<file path="src/rtl/framebuffer_reader_pkg.sv">
// Shared frame-buffer geometry and the pixel address mapping used by both the
// drawing datapath (writes) and the frame-buffer reader (reads).
package framebuffer_reader_pkg;

  localparam int DEF_SCREEN_WIDTH  = 320;
  localparam int DEF_SCREEN_HEIGHT = 240;
  localparam int COLOUR_W          = 9;
  localparam int ADDR_W            = 17;

  // Full-width row-major address, truncated only at the end.
  function automatic logic [ADDR_W-1:0] addr(
    input logic [31:0] x,
    input logic [31:0] y,
    input int unsigned width = DEF_SCREEN_WIDTH
  );
    logic [31:0] full;
    if (width == 32'd320) full = (y << 8) + (y << 6) + x;
    else                  full = y * width + x;
    return ADDR_W'(full);
  endfunction

endpackage

</file>
<file path="src/rtl/framebuffer_reader_tag.sv">
// fb_tag_pipe: DEPTH-stage (x, y, valid) delay line that keeps pixel coordinates
// aligned with RAM read data; flush kills every in-flight valid bit.
module fb_tag_pipe #(
  parameter int XW    = 10,
  parameter int YW    = 9,
  parameter int DEPTH = 2
) (
  input  logic          iClk,
  input  logic          iResetn,
  input  logic          flush_i,
  input  logic          vld_i,
  input  logic [XW-1:0] x_i,
  input  logic [YW-1:0] y_i,
  output logic          vld_o,
  output logic [XW-1:0] x_o,
  output logic [YW-1:0] y_o
);

  logic [DEPTH-1:0] vld_q;
  logic [XW-1:0]    x_q [DEPTH];
  logic [YW-1:0]    y_q [DEPTH];

  always_ff @(posedge iClk or negedge iResetn) begin
    if (!iResetn) begin
      vld_q <= '0;
      for (int i = 0; i < DEPTH; i++) begin
        x_q[i] <= '0;
        y_q[i] <= '0;
      end
    end else begin
      vld_q[0] <= vld_i && !flush_i;
      x_q[0]   <= x_i;
      y_q[0]   <= y_i;
      for (int i = 1; i < DEPTH; i++) begin
        vld_q[i] <= vld_q[i-1] && !flush_i;
        x_q[i]   <= x_q[i-1];
        y_q[i]   <= y_q[i-1];
      end
    end
  end

  assign vld_o = vld_q[DEPTH-1];
  assign x_o   = x_q[DEPTH-1];
  assign y_o   = y_q[DEPTH-1];

endmodule

</file>
<file path="src/rtl/framebuffer_reader.sv">
// Scans a clipped rectangle of the frame-buffer RAM row-major and replays each
// stored pixel to the VGA adapter as a plot stream, one pixel per cycle.
module framebuffer_reader
  import framebuffer_reader_pkg::*;
#(
  parameter int SCREEN_WIDTH  = DEF_SCREEN_WIDTH,
  parameter int SCREEN_HEIGHT = DEF_SCREEN_HEIGHT,
  parameter int READ_LATENCY  = 2,
  localparam int XW = $clog2(SCREEN_WIDTH) + 1,
  localparam int YW = $clog2(SCREEN_HEIGHT) + 1
) (
  input  logic                iClk,
  input  logic                iResetn,
  input  logic                iStart,
  input  logic                iAbort,
  input  logic [XW-1:0]       iX0,
  input  logic [YW-1:0]       iY0,
  input  logic [XW-1:0]       iW,
  input  logic [YW-1:0]       iH,
  output logic [ADDR_W-1:0]   oAddress,
  output logic                oRden,
  input  logic [COLOUR_W-1:0] iData,
  output logic [XW-1:0]       oX_pixel,
  output logic [YW-1:0]       oY_pixel,
  output logic [COLOUR_W-1:0] oColour,
  output logic                oPlot,
  output logic                oBusy,
  output logic                oDone
);

  typedef enum logic [2:0] {S_IDLE, S_CLIP, S_READ, S_DRAIN, S_DONE} state_t;

  localparam logic [XW:0] SW_X = (XW+1)'(SCREEN_WIDTH);
  localparam logic [YW:0] SH_Y = (YW+1)'(SCREEN_HEIGHT);

  state_t        state_q, state_d;
  logic [XW-1:0] x0_q, x0_d, w_q, w_d, xe_q, xe_d, x_q, x_d;
  logic [YW-1:0] y0_q, y0_d, h_q, h_d, ye_q, ye_d, y_q, y_d;
  logic [2:0]    cnt_q, cnt_d;
  logic [XW:0]   xsum;
  logic [YW:0]   ysum;
  logic          issue, flush;

  logic                tag_vld;
  logic [XW-1:0]       tag_x;
  logic [YW-1:0]       tag_y;
  logic                plot_q, plot_d;
  logic [XW-1:0]       xpix_q, xpix_d;
  logic [YW-1:0]       ypix_q, ypix_d;
  logic [COLOUR_W-1:0] colour_q, colour_d;

  assign issue = (state_q == S_READ);
  assign flush = iAbort && (state_q != S_IDLE);
  assign xsum  = {1'b0, x0_q} + {1'b0, w_q};
  assign ysum  = {1'b0, y0_q} + {1'b0, h_q};

  always_comb begin
    state_d = state_q;
    x0_d = x0_q;  y0_d = y0_q;  w_d = w_q;  h_d = h_q;
    xe_d = xe_q;  ye_d = ye_q;  x_d = x_q;  y_d = y_q;
    cnt_d = cnt_q;
    case (state_q)
      S_IDLE: begin
        if (iStart) begin
          x0_d = iX0;  y0_d = iY0;  w_d = iW;  h_d = iH;
          state_d = S_CLIP;
        end
      end
      S_CLIP: begin
        xe_d = (xsum > SW_X) ? SW_X[XW-1:0] : xsum[XW-1:0];
        ye_d = (ysum > SH_Y) ? SH_Y[YW-1:0] : ysum[YW-1:0];
        x_d  = x0_q;
        y_d  = y0_q;
        if ((w_q == '0) || (h_q == '0) || ({1'b0, x0_q} >= SW_X) || ({1'b0, y0_q} >= SH_Y))
          state_d = S_DONE;
        else
          state_d = S_READ;
      end
      S_READ: begin
        if (x_q == xe_q - 1'b1) begin
          x_d = x0_q;
          if (y_q == ye_q - 1'b1) begin
            state_d = S_DRAIN;
            cnt_d   = '0;
          end else begin
            y_d = y_q + 1'b1;
          end
        end else begin
          x_d = x_q + 1'b1;
        end
      end
      S_DRAIN: begin
        // Hold until the last in-flight read has been plotted.
        if (cnt_q == 3'(READ_LATENCY)) state_d = S_DONE;
        else                           cnt_d   = cnt_q + 1'b1;
      end
      S_DONE:  state_d = S_IDLE;
      default: state_d = S_IDLE;
    endcase
    if (flush) state_d = S_IDLE;
  end

  always_comb begin
    plot_d   = tag_vld && !flush;
    xpix_d   = xpix_q;
    ypix_d   = ypix_q;
    colour_d = colour_q;
    if (plot_d) begin
      xpix_d   = tag_x;
      ypix_d   = tag_y;
      colour_d = iData;
    end
  end

  always_ff @(posedge iClk or negedge iResetn) begin
    if (!iResetn) begin
      state_q <= S_IDLE;
      x0_q <= '0;  y0_q <= '0;  w_q <= '0;  h_q <= '0;
      xe_q <= '0;  ye_q <= '0;  x_q <= '0;  y_q <= '0;
      cnt_q    <= '0;
      plot_q   <= 1'b0;
      xpix_q   <= '0;
      ypix_q   <= '0;
      colour_q <= '0;
    end else begin
      state_q <= state_d;
      x0_q <= x0_d;  y0_q <= y0_d;  w_q <= w_d;  h_q <= h_d;
      xe_q <= xe_d;  ye_q <= ye_d;  x_q <= x_d;  y_q <= y_d;
      cnt_q    <= cnt_d;
      plot_q   <= plot_d;
      xpix_q   <= xpix_d;
      ypix_q   <= ypix_d;
      colour_q <= colour_d;
    end
  end

  fb_tag_pipe #(
    .XW    (XW),
    .YW    (YW),
    .DEPTH (READ_LATENCY)
  ) u_tag_pipe (
    .iClk    (iClk),
    .iResetn (iResetn),
    .flush_i (flush),
    .vld_i   (issue),
    .x_i     (x_q),
    .y_i     (y_q),
    .vld_o   (tag_vld),
    .x_o     (tag_x),
    .y_o     (tag_y)
  );

  assign oRden    = issue;
  assign oAddress = issue ? addr(32'(x_q), 32'(y_q), SCREEN_WIDTH) : '0;
  assign oBusy    = (state_q != S_IDLE);
  assign oDone    = (state_q == S_DONE);
  assign oPlot    = plot_q;
  assign oX_pixel = xpix_q;
  assign oY_pixel = ypix_q;
  assign oColour  = colour_q;

endmodule

</file>
<file path="config.mk">
export PLATFORM = sky130hd
export DESIGN_NAME = framebuffer_reader
export DESIGN_NICKNAME = d
export VERILOG_FILES = /design/src/rtl/framebuffer_reader_pkg.sv /design/src/rtl/framebuffer_reader_tag.sv /design/src/rtl/framebuffer_reader.sv
export SDC_FILE = /design/constraint.sdc
export NUM_CORES = 1
export LEC_CHECK = 0
export CORE_UTILIZATION = 60
export DETAILED_ROUTE_END_ITERATION = 10
export GPL_ROUTABILITY_DRIVEN = 0
export GPL_TIMING_DRIVEN = 0
export PLACE_DENSITY = 0.91
export SYNTH_ARGS = -nofsm -noshare
export SYNTH_HDL_FRONTEND = slang
export SYNTH_HIERARCHICAL = 1
export SYNTH_SLANG_ARGS = --single-unit
</file>
<file path="constraint.sdc">
create_clock -name iClk -period 9.1 [get_ports iClk]
set_clock_uncertainty 0.15 [all_clocks]
set_input_delay 0.91 -clock iClk [delete_from_list [all_inputs] [get_ports iClk]]
set_output_delay 0.91 -clock iClk [all_outputs]
set_load 0.05 [all_outputs]
</file>
==> results.json, run 1 <==
{
  "yosys_warnings": 6,
  "post_drt_via_cell_ratio": 5.86,
  "async_flop_share": 1.00,
  "syn_inst": 782,
  "cts-root-buf": "clkbuf_16",
  "power_frac_seq": 0.302,
  "die_w_um": 117,
  "yosysTopAreaCellShare": 0.480,
  "port_buffers": 99,
  "synth_edf_count": 0,
  "placementRows": 41,
  "cp_cell_sequence": "fa_1 -> ha_1 -> a21o_1 -> a21oi_1 -> o21bai_1 -> a2111oi_0 -> nor3_1 -> a31oi_1 -> xor2_1 -> nor2_1 -> clkdlybuf4s50_1",
  "synth_nets": 879,
  "whs_path_depth": 0,
  "maxSlewHeadroom": 0.121,
  "worstMarginPinSlew_ns": 1.29,
  "grt_max_degree": 94,
  "clkTransAtPathRegs_ns": 0.06,
  "timing.fmax_ghz": 0.183,
  "worstSetupStartpointType": "register",
  "hold_path_end": "u_tag_pipe/x_o[8]",
  "routedWlPerCell_um": 17.3,
  "routed_wl_um": 18700,
  "drv_cap": 0,
  "place_hpwl_um": 12700,
  "min_period_ns": 5.46,
  "comb_power_share": 0.518,
  "slowest_delay_ns": 0.83,
  "drive_gt1_frac": 0.106,
  "cts_hold_buf": 0,
  "cts_tree": "built",
  "r2r-end": "ye_q[3]",
  "rsz0062_at_grt": "false",
  "fin_nets": 998,
  "synth_area_per_cell_um2": 10.1,
  "track_usage": 0.300,
  "cts_made_buffers": 17,
  "cts_max_level": 4,
  "status": "completed",
  "crit_arrival_ns": 4.40,
  "p_int_mw": 2.35,
  "n_antenna_cell": 0,
  "cp.required_ns": 8.04,
  "drtPass1Iterations": 5,
  "start_util": 0.619,
  "peakVddDrop_uv": 249,
  "clock_latency_ns": 0.43,
  "p_leak_nw": 4.31,
  "post_cts_buffers": 0,
  "synth.ff_latch_count": 151,
  "yosys.area.top_type": "dfrtp_1",
  "ys_seq_area_frac": 0.480,
  "reg2reg_depth": 10,
  "vias": 6363,
  "swShare": 0.434,
  "drc_errors": 0,
  "core_region_area_um2": 12700,
  "finalHoldViolations": 0,
  "cpMaxStageDelayCell": "clkdlybuf4s50_1",
  "syn2layout_area_growth_pct": 23.7,
  "reg2reg_from": "y0_q[0]",
  "antenna_left": 0,
  "worstSetupPathType": "register to output pin",
  "drtIter0Drc": 444,
  "cts_buffer_depth": 2,
  "grt_overflow": 0,
  "p_clk_frac": 0.180,
  "grt_pass1_wl_um": 30600,
  "ios": 100,
  "hp-class": "register to register",
  "rrSetupSlack_ns": 5.17,
  "total_power_mw": 4.15,
  "die_h_um": 117,
  "critPathMaxFanout": 8,
  "synth_ff_type": "dfrtp_1",
  "power_density_nw_per_um2": 426,
  "finalMaxSlewViolations": 0,
  "setup_viol": 0,
  "min_from": "u_tag_pipe/x_q[18]",
  "switching_power_mw": 1.80,
  "synthesis.area_um2": 7880,
  "synth.distinct_cells": 65,
  "dieArea_um2": 13600,
  "fin_crit_sh": 0.600,
  "synth.area.top_cells": "dfrtp_1 (48%), ha_1 (6.5%), nand2_1 (6.0%)",
  "setup_tns_ns": 0,
  "end_kind": "output pin",
  "clock-sinks": 151,
  "post_cts_resized": 0,
  "grt_pass1_vias": 6328,
  "antenna_found_initial": 0
}
==> per-stage QoR <==
| stage | setup WS [ns] | cell area, µm² | utilization | hold slack, ns | cells |
|---|---|---|---|---|---|
| finish | 3.64 | 9740 | 0.766 | 0.195 | 1085 |
| global route | 3.30 | 9740 | 0.766 | 0.200 | 1085 |
| CTS | 3.69 | 9740 | 0.766 | 0.194 | 1085 |
| detailed placement | 4.29 | 9110 | 0.716 | 0.185 | 1054 |
| global placement | 1.19 | 9080 | 0.714 | 0.182 | 1053 |
| floorplan | 4.88 | 7880 | - | 0.181 | 782 |
==> worst max path at each step <==
| stage | depth (start not counted) | from | to | slack [ns] |
|---|---|---|---|---|
| final | 11 | y_q[0] | oAddress[16] | 3.64 |
| after global routing | 11 | y_q[0] | oAddress[16] | 3.30 |
| after CTS | 11 | y_q[0] | oAddress[16] | 3.69 |
| after detailed placement | 11 | y_q[0] | oAddress[16] | 4.29 |
| after global placement | 1 | iResetn | oX_pixel[3] | 1.19 |
| after floorplan | 10 | y_q[0] | oAddress[16] | 4.88 |
==> layout make-up <==
type / count / area, µm²
multi-input cells: 551 / 3720
repair buffers: 100 / 1020
clock buffers: 21 / 460
inverters: 32 / 120
fillers: 842 / 2980
clock inverters: 10 / 169
flip-flops and latches: 151 / 3780
plain buffers: 48 / 260
well taps: 172 / 215
==> worst max-delay path: cells and delay by family, from the launching register on <==
family                   cells  cell delay, ns
buffers and inverters        1            0.83
XOR/XNOR                     1            0.13
AO/OA/AOI/OAI                5            1.20
flip-flops                   1            0.65
adder cells (fa/ha/maj)      2            0.89
AND/OR/NAND/NOR              2            0.26
==> cells in the mapped netlist, types with 4 or more instances <==
cell	instances
o22ai_1	9
a211oi_1	6
or4_1	6
buf_4	19
nor2b_1	4
nand2_1	125
nor3_1	14
nand3_1	20
o21a_1	5
o31ai_1	6
ha_1	41
and2_1	15
o211ai_1	4
xnor2_1	23
a22oi_1	10
nor4_1	13
or3_1	10
mux2_2	36
nor2_1	39
dfrtp_1	151
a31oi_1	6
a21o_1	8
clkbuf_1	24
nand4_1	4
or2_2	5
a21oi_1	30
xor2_1	20
a22o_1	4
o21ai_0	29
nand2b_1	7
fa_1	5
inv_1	31
o21bai_1	4
==> routing by layer <==
metal	global-route usage	vias up	routed length (µm)
met2	0.529	292	9440
met3	0.0550	62	1330
met1	0.361	3047	7470
li1	-	2962	-
met4	0.128	0	503
met5	0	-	0
==> cells in the final DEF, fill, tap and decap left out, types with 4 or more instances in the layout <==
cell / n
and2_1: 15
bufinv_16: 4
nor4_1: 13
or4_1: 6
o22ai_1: 9
a22oi_1: 10
a21oi_1: 30
nand2_1: 125
o31ai_1: 6
o21bai_1: 4
nand4_1: 4
mux2_2: 36
xnor2_1: 23
nor3_1: 14
ha_1: 41
a211oi_1: 6
clkdlybuf4s50_1: 98
or2_2: 5
a22o_1: 4
dfrtp_1: 151
or3_1: 10
nor2b_1: 4
a21o_1: 8
nand2b_1: 7
o211ai_1: 4
buf_4: 19
nor2_1: 39
inv_1: 31
nand3_1: 20
clkbuf_16: 17
clkbuf_1: 26
o21a_1: 5
xor2_1: 20
a31oi_1: 6
fa_1: 5
o21ai_0: 29
==> logic make-up after synthesis <==
group                      share of synthesized area
adders and majority gates                     0.0778
muxes                                         0.0540
xor gates and xnor gates                      0.0478
and+or+nand+nor                                0.168
DFF                                            0.480
buffers and inverters                         0.0483
AOI/OAI and AO/OA                              0.124
==> flip-flops by register name, indices dropped and copies added (netlist names), 10 cells and up <==
signal          flops
oX_pixel           10
u_tag_pipe/x_o     10
u_tag_pipe/x_q     10
w_q                10
x0_q               10
x_q                10
xe_q               10
==> power groups by stage <==
stage	Sequential (mW)	Combinational [mW]	Clock (mW)
floorplan	1.31	1.45	0
global placement	1.23	1.96	0
detailed placement	1.25	2.06	0
CTS	1.24	2.14	0.751
global route	1.28	2.36	0.783
finish	1.25	2.15	0.746
No activity file was read; power rests on OpenSTA's default activity.
==> inputs of run 2 (changes only) <==
- CORE_UTILIZATION: 60 -> 56
- PLACE_DENSITY: 0.91 -> 0.87
- clock period: 9.1 -> 5.1 ns (I/O delays scaled with it)
==> run 2 against run 1 <==
- routed wire length down 3.0%
- critical path depth down 1
- highest routed layer unchanged
- hold slack better by 0.00076 ns
- cell count up 0.46%
- first-iteration DRC count up 9.2%
- sequential cell count unchanged
==> results.json, run 2 (same netlist as run 1, synthesis figures left out) <==
{
  "core_region_area_um2": 13500,
  "port_buffers": 99,
  "min_period_ns": 4.76,
  "fin_hold_ws_ns": 0.195,
  "syn2layout_area_growth_pct": 24.0,
  "fin_cells": 1090,
  "timing.fmax_ghz": 0.210,
  "drv_cap": 0,
  "postPlaceCellArea_um2": 9120,
  "track_usage": 0.270,
  "cts_max_level": 4,
  "clock_latency_ns": 0.42,
  "finalMaxSlewViolations": 0,
  "drive_gt1_frac": 0.106,
  "layout_commonest_cell": "dfrtp_1",
  "dieArea_um2": 14500,
  "cpLargestDelayFamily": "compound AO/OA/AOI/OAI gates",
  "place_hpwl_um": 12900,
  "grt_pass1_vias": 6302,
  "vias": 6291,
  "cp_cell_sequence": "fa_1 -> ha_1 -> a21o_1 -> a21oi_1 -> o21bai_1 -> a2111oi_0 -> nor3_1 -> xnor2_1 -> nor2_1 -> clkdlybuf4s50_1",
  "crit_arrival_ns": 4.10,
  "cts_tree": "built",
  "maxSlewHeadroom": 0.232,
  "end_kind": "output pin",
  "fin_ws_ns": 0.343,
  "pre_cts_slack_ns": 0.657,
  "final_cell_area_um2": 9760,
  "dp.cells": 1058,
  "final_cell_mix": "dfrtp_1 (151), nand2_1 (125), clkdlybuf4s50_1 (97), ha_1 (41), nor2_1 (39)",
  "cpMaxStageDelayCell": "clkdlybuf4s50_1",
  "clkTransAtPathRegs_ns": 0.06,
  "drtPass1Iterations": 7,
  "rrSetupSlack_ns": 1.35,
  "routed_wl_um": 18200,
  "worstSetupPathType": "register to output pin",
  "critical_path.n_buffers_inverters": 1,
  "cts_made_buffers": 17,
  "p_leak_nw": 4.33,
  "status": "completed",
  "n_antenna_cell": 0,
  "rsz0062_at_grt": "false",
  "finalHoldViolations": 0,
  "cts_buffer_depth": 2,
  "slowest_delay_ns": 0.83,
  "hp-class": "register to register",
  "grt_overflow": 0,
  "fillers": 948,
  "antenna_found_initial": 0,
  "post-route-util": 0.726,
  "cts-root-buf": "clkbuf_16",
  "grt_max_degree": 96,
  "die_h_um": 121,
  "grt_pass1_wl_um": 30200,
  "placementRows": 42,
  "peakVddDrop_uv": 405,
  "drc_errors": 0,
  "start_util": 0.585,
  "ios": 100,
  "setup_tns_ns": 0,
  "worstMarginPinSlew_ns": 1.12,
  "antenna_left": 0,
  "setup_viol": 0,
  "fin_nets": 999,
  "critPathMaxFanout": 8,
  "worstSetupStartpointType": "register",
  "total_power_mw": 7.35,
  "drtIter0Drc": 485,
  "routedWlPerCell_um": 16.7,
  "clock-sinks": 151,
  "die_w_um": 121,
  "cp.required_ns": 4.44,
  "fin_crit_sh": 0.933,
  "post_drt_via_cell_ratio": 5.77,
  "power_density_nw_per_um2": 753
}
[run 2: cell count changes in the layout (fill, tap and decap cells not counted), sizes merged]
cell | previous run | this run
clkbuf | 45 | 43
clkdlybuf4s50 | 98 | 97
inv | 33 | 32
bufinv | 4 | 5
dlygate4sd3 | 0 | 1
dlymetal6s2s | 0 | 1
clkinvlp | 0 | 2
[run 2: path summary, 6_finish.rpt]
check	endpoint	cells after the start	from
hold reg to reg	u_tag_pipe/x_o[4]	0	u_tag_pipe/x_q[14]
setup / recovery	oAddress[14]	10	y_q[0]
min in group asynchronous	h_q[3]	2	iResetn
setup reg to reg	ye_q[3]	10	y0_q[0]
hold / removal	u_tag_pipe/x_o[4]	0	u_tag_pipe/x_q[14]
max in group asynchronous	u_tag_pipe/x_q[11]	3	iResetn
[run 2: report_power, final]
group,leakage (nW),total (mW),internal (mW),switching [mW]
Sequential,1.82,2.21,1.71,0.502
Clock,0.303,1.35,0.866,0.484
Combinational,2.20,3.79,1.63,2.16
Total,4.33,7.35,4.21,3.14
[run 2: repair_timing]
| item | in CTS | in global routing |
|---|---|---|
| endpoints found under the hold margin | 56 | 0 |
| buffers inserted | 0 | 0 |
| endpoints found under the setup margin | 0 | 1 |
| hold buffers | 1 | 0 |
| gates resized for setup | 0 | 1 |
[run 2: layout make-up]
cell class | count | area (µm²) | share of cell area
flip-flops and latches | 151 | 3780 | 0.387
multi-input cells | 551 | 3720 | 0.381
inverters | 32 | 120 | 0.0123
well taps | 176 | 220 | 0.0226
clock buffers | 19 | 433 | 0.0443
plain buffers | 48 | 260 | 0.0267
clock inverters | 12 | 201 | 0.0206
repair buffers | 101 | 1030 | 0.106
[run 2: per-layer routing]
layer  up-vias  share of wire  track usage
met5         -              0            0
met4         0          0.022        0.110
met3        38          0.066       0.0519
met2       256           0.50        0.472
met1      3021           0.41        0.327
li1       2976              -            -
[run 2: worst register-to-register path, delay by kind of cell, from the launching register on]
kind | cells | cell delay [ns]
compound gates | 6 | 2.09
fa+ha+maj | 2 | 0.65
flops | 1 | 0.42
simple gates | 2 | 0.38
==> inputs of run 3 (changes only) <==
- SYNTH_HIERARCHICAL: 1 -> default
==> run 3 against run 2 <==
- utilization is 0.63 points lower
- setup slack worse by 0.16 ns
- sequential cell count stayed put
- combinational power is 4% higher
- first-iteration DRC count is 31% lower
- sequential share of layout area is 0.34 points higher
- global-route usage is 0.40 points lower
- count of clock-buffer cells in the layout is 5 higher
- largest power group unchanged
- clock power is 10% lower
- die area is 0.22% lower
==> results.json, run 3 <==
{
  "status": "completed",
  "drc_errors": 0,
  "cp-startpoint": "y_q[2]",
  "rrSetupSlack_ns": 1.96,
  "synth.most_common_cell": "dfrtp_1",
  "critical_path.n_buffers_inverters": 1,
  "setup_viol": 0,
  "slowest_delay_ns": 0.86,
  "yosys.area.top_type": "dfrtp_1",
  "rsz0062_at_grt": "false",
  "synth_nets": 861,
  "clock-sinks": 151,
  "synth_compound_gate_area_share": 0.141,
  "cts_hold_buf": 1,
  "async_flop_share": 1.00,
  "synthesis.area_um2": 7860,
  "post_cts_resized": 0,
  "n_antenna_cell": 0,
  "yosysTopAreaCellShare": 0.481,
  "cpLargestDelayFamily": "compound AO/OA/AOI/OAI gates",
  "clkTransAtPathRegs_ns": 0.06,
  "grt_max_degree": 83,
  "worstSetupEndpoint": "oAddress[16]",
  "drtPass1Iterations": 5,
  "cp.required_ns": 4.44,
  "routed_wl_um": 17900,
  "start_util": 0.584,
  "finalMaxSlewViolations": 0,
  "syn_inst": 764,
  "cp_cell_sequence": "fa_1 -> ha_1 -> a21o_1 -> a21oi_1 -> nor2b_1 -> o21a_1 -> o41a_1 -> a31oi_1 -> mux2i_1 -> clkdlybuf4s50_1",
  "timing.fmax_ghz": 0.203,
  "synth.area.mux_share": 0.0595,
  "min_period_ns": 4.92,
  "drive_gt1_frac": 0.0970,
  "yosys_warnings": 0,
  "power_density_nw_per_um2": 762,
  "synthAdderAreaFrac": 0.0780,
  "placementRows": 42,
  "final_cell_mix": "dfrtp_1 (151), nand2_1 (114), clkdlybuf4s50_1 (98), nor2_1 (42), ha_1 (41)",
  "reg2reg_from": "xe_q[4]",
  "synth_common_cells": "dfrtp_1 (151), nand2_1 (114), nor2_1 (42), ha_1 (41), mux2_2 (38)",
  "synth.distinct_cells": 64,
  "critPathMaxFanout": 8,
  "routedWlPerCell_um": 16.7,
  "grt_pass1_wl_um": 30000,
  "fin_crit_sh": 0.964,
  "synth_ff_type": "dfrtp_1",
  "core_region_area_um2": 13500,
  "post-route-util": 0.719,
  "r2r-end": "x_q[4]",
  "track_usage": 0.266,
  "antenna_left": 0,
  "synth_top_family_by_area": "simple AND/OR/NAND/NOR gates",
  "drv_cap": 0,
  "postPlaceCellArea_um2": 9100,
  "dieArea_um2": 14500,
  "synth_edf_count": 0,
  "cp_num_cells": 10,
  "reg2reg_depth": 9,
  "ys_seq_area_frac": 0.481,
  "grt.busiest_layer": "met2",
  "die_h_um": 120,
  "syn2layout_area_growth_pct": 23.1,
  "fin_nets": 981,
  "grt_pass1_vias": 6191,
  "grt_overflow": 0,
  "maxSlewHeadroom": 0.372,
  "use_met3": 0.0453,
  "p_leak_nw": 4.25,
  "synth_area_per_cell_um2": 10.3,
  "worstSetupStartpointType": "register",
  "cts_max_level": 4,
  "yosys.area_share.xor_xnor": 0.0423,
  "cts-root-buf": "clkbuf_16",
  "synth.area.top_cells": "dfrtp_1 (48%), ha_1 (6.5%), mux2_2 (5.4%)",
  "port_buffers": 99,
  "cpMaxStageDelayCell": "clkdlybuf4s50_1",
  "ios": 100,
  "cts_made_buffers": 17,
  "die_w_um": 120,
  "final_cell_area_um2": 9680,
  "post_drt_via_cell_ratio": 5.89,
  "cts_buffer_depth": 2,
  "antenna_found_initial": 0,
  "use_met1": 0.354,
  "synth.ff_latch_count": 151,
  "worstSetupPathType": "register to output pin",
  "use_met2": 0.434,
  "post_cts_buffers": 0,
  "cts_tree": "built",
  "drtIter0Drc": 335,
  "place_hpwl_um": 12900,
  "layout_commonest_cell": "dfrtp_1",
  "finalHoldViolations": 0,
  "worstMarginPinSlew_ns": 0.937,
  "vias": 6325,
  "yosys.area_share.simple": 0.171,
  "hp-class": "register to register",
  "peakVddDrop_uv": 388,
  "clock_latency_ns": 0.43,
  "end_kind": "output pin",
  "crit_arrival_ns": 4.26
}
[run 3: worst register-to-register path, stage by stage, from the launching register on]
cell,delay [ns]
dfrtp_1,0.36
buf_2,0.16
or4_1,0.49
buf_2,0.17
o21a_1,0.19
o21ai_0,0.20
a22oi_1,0.15
a31oi_1,0.79
or2_0,0.22
o221a_2,0.20
[run 3: final cells by class]
| cell class | instances | area, µm² |
|---|---|---|
| inverter | 24 | 90.1 |
| clock inverter | 8 | 97.6 |
| clock buffer | 24 | 472 |
| multi-input combinational | 557 | 3860 |
| sequential | 151 | 3780 |
| buffer | 32 | 131 |
| fill | 987 | 3770 |
| tap | 176 | 220 |
| timing repair buffer | 101 | 1030 |
[run 3: worst min-delay path by stage]
stage | start | to | cells past startpoint
5_1_grt | u_tag_pipe.y_q[16] | u_tag_pipe.y_o[7] | 0
3_3_place_gp | u_tag_pipe.x_q[16] | u_tag_pipe.x_o[6] | 0
6_report | u_tag_pipe.y_q[17] | u_tag_pipe.y_o[8] | 0
3_5_place_dp | u_tag_pipe.x_q[14] | u_tag_pipe.x_o[4] | 0
2_1_floorplan | iResetn | cnt_q[0] | 0
4_1_cts | u_tag_pipe.x_q[14] | u_tag_pipe.x_o[4] | 0
[run 3: cell families after synthesis]
| kind of cell | Yosys count |
|---|---|
| fa+ha+maj | 46 |
| mux | 42 |
| buf+inv | 56 |
| simple gates | 276 |
| flops | 151 |
| xor+xnor | 38 |
| compound gates | 155 |
[run 3: per-layer routing]
layer	wire length (µm)	share of wire
met1	7840	0.44
met2	8570	0.48
met3	1100	0.062
met4	368	0.021
met5	0	0
[run 3: power by group]
group | leakage, nW | switching [mW] | total [mW] | internal (mW)
Sequential | 1.79 | 0.518 | 2.24 | 1.72
Clock | 0.270 | 0.466 | 1.21 | 0.742
Combinational | 2.19 | 2.23 | 3.93 | 1.70
Total | 4.25 | 3.21 | 7.37 | 4.16
[run 3: through the flow]
stage | total power, mW | TNS [ns] | std cells | hold WS [ns] | setup WS (ns)
final | 7.37 | 0 | 1073 | 0.196 | 0.182
after global routing | 7.90 | 0 | 1073 | 0.199 | 0.0358
after global placement | 5.93 | -369.22 | 1039 | 0.181 | -2.45
after detailed placement | 6.09 | 0 | 1040 | 0.185 | 0.651
after CTS | 7.37 | 0 | 1073 | 0.196 | 0.182
after floorplan | 5.09 | 0 | 764 | 0.0644 | 1.15
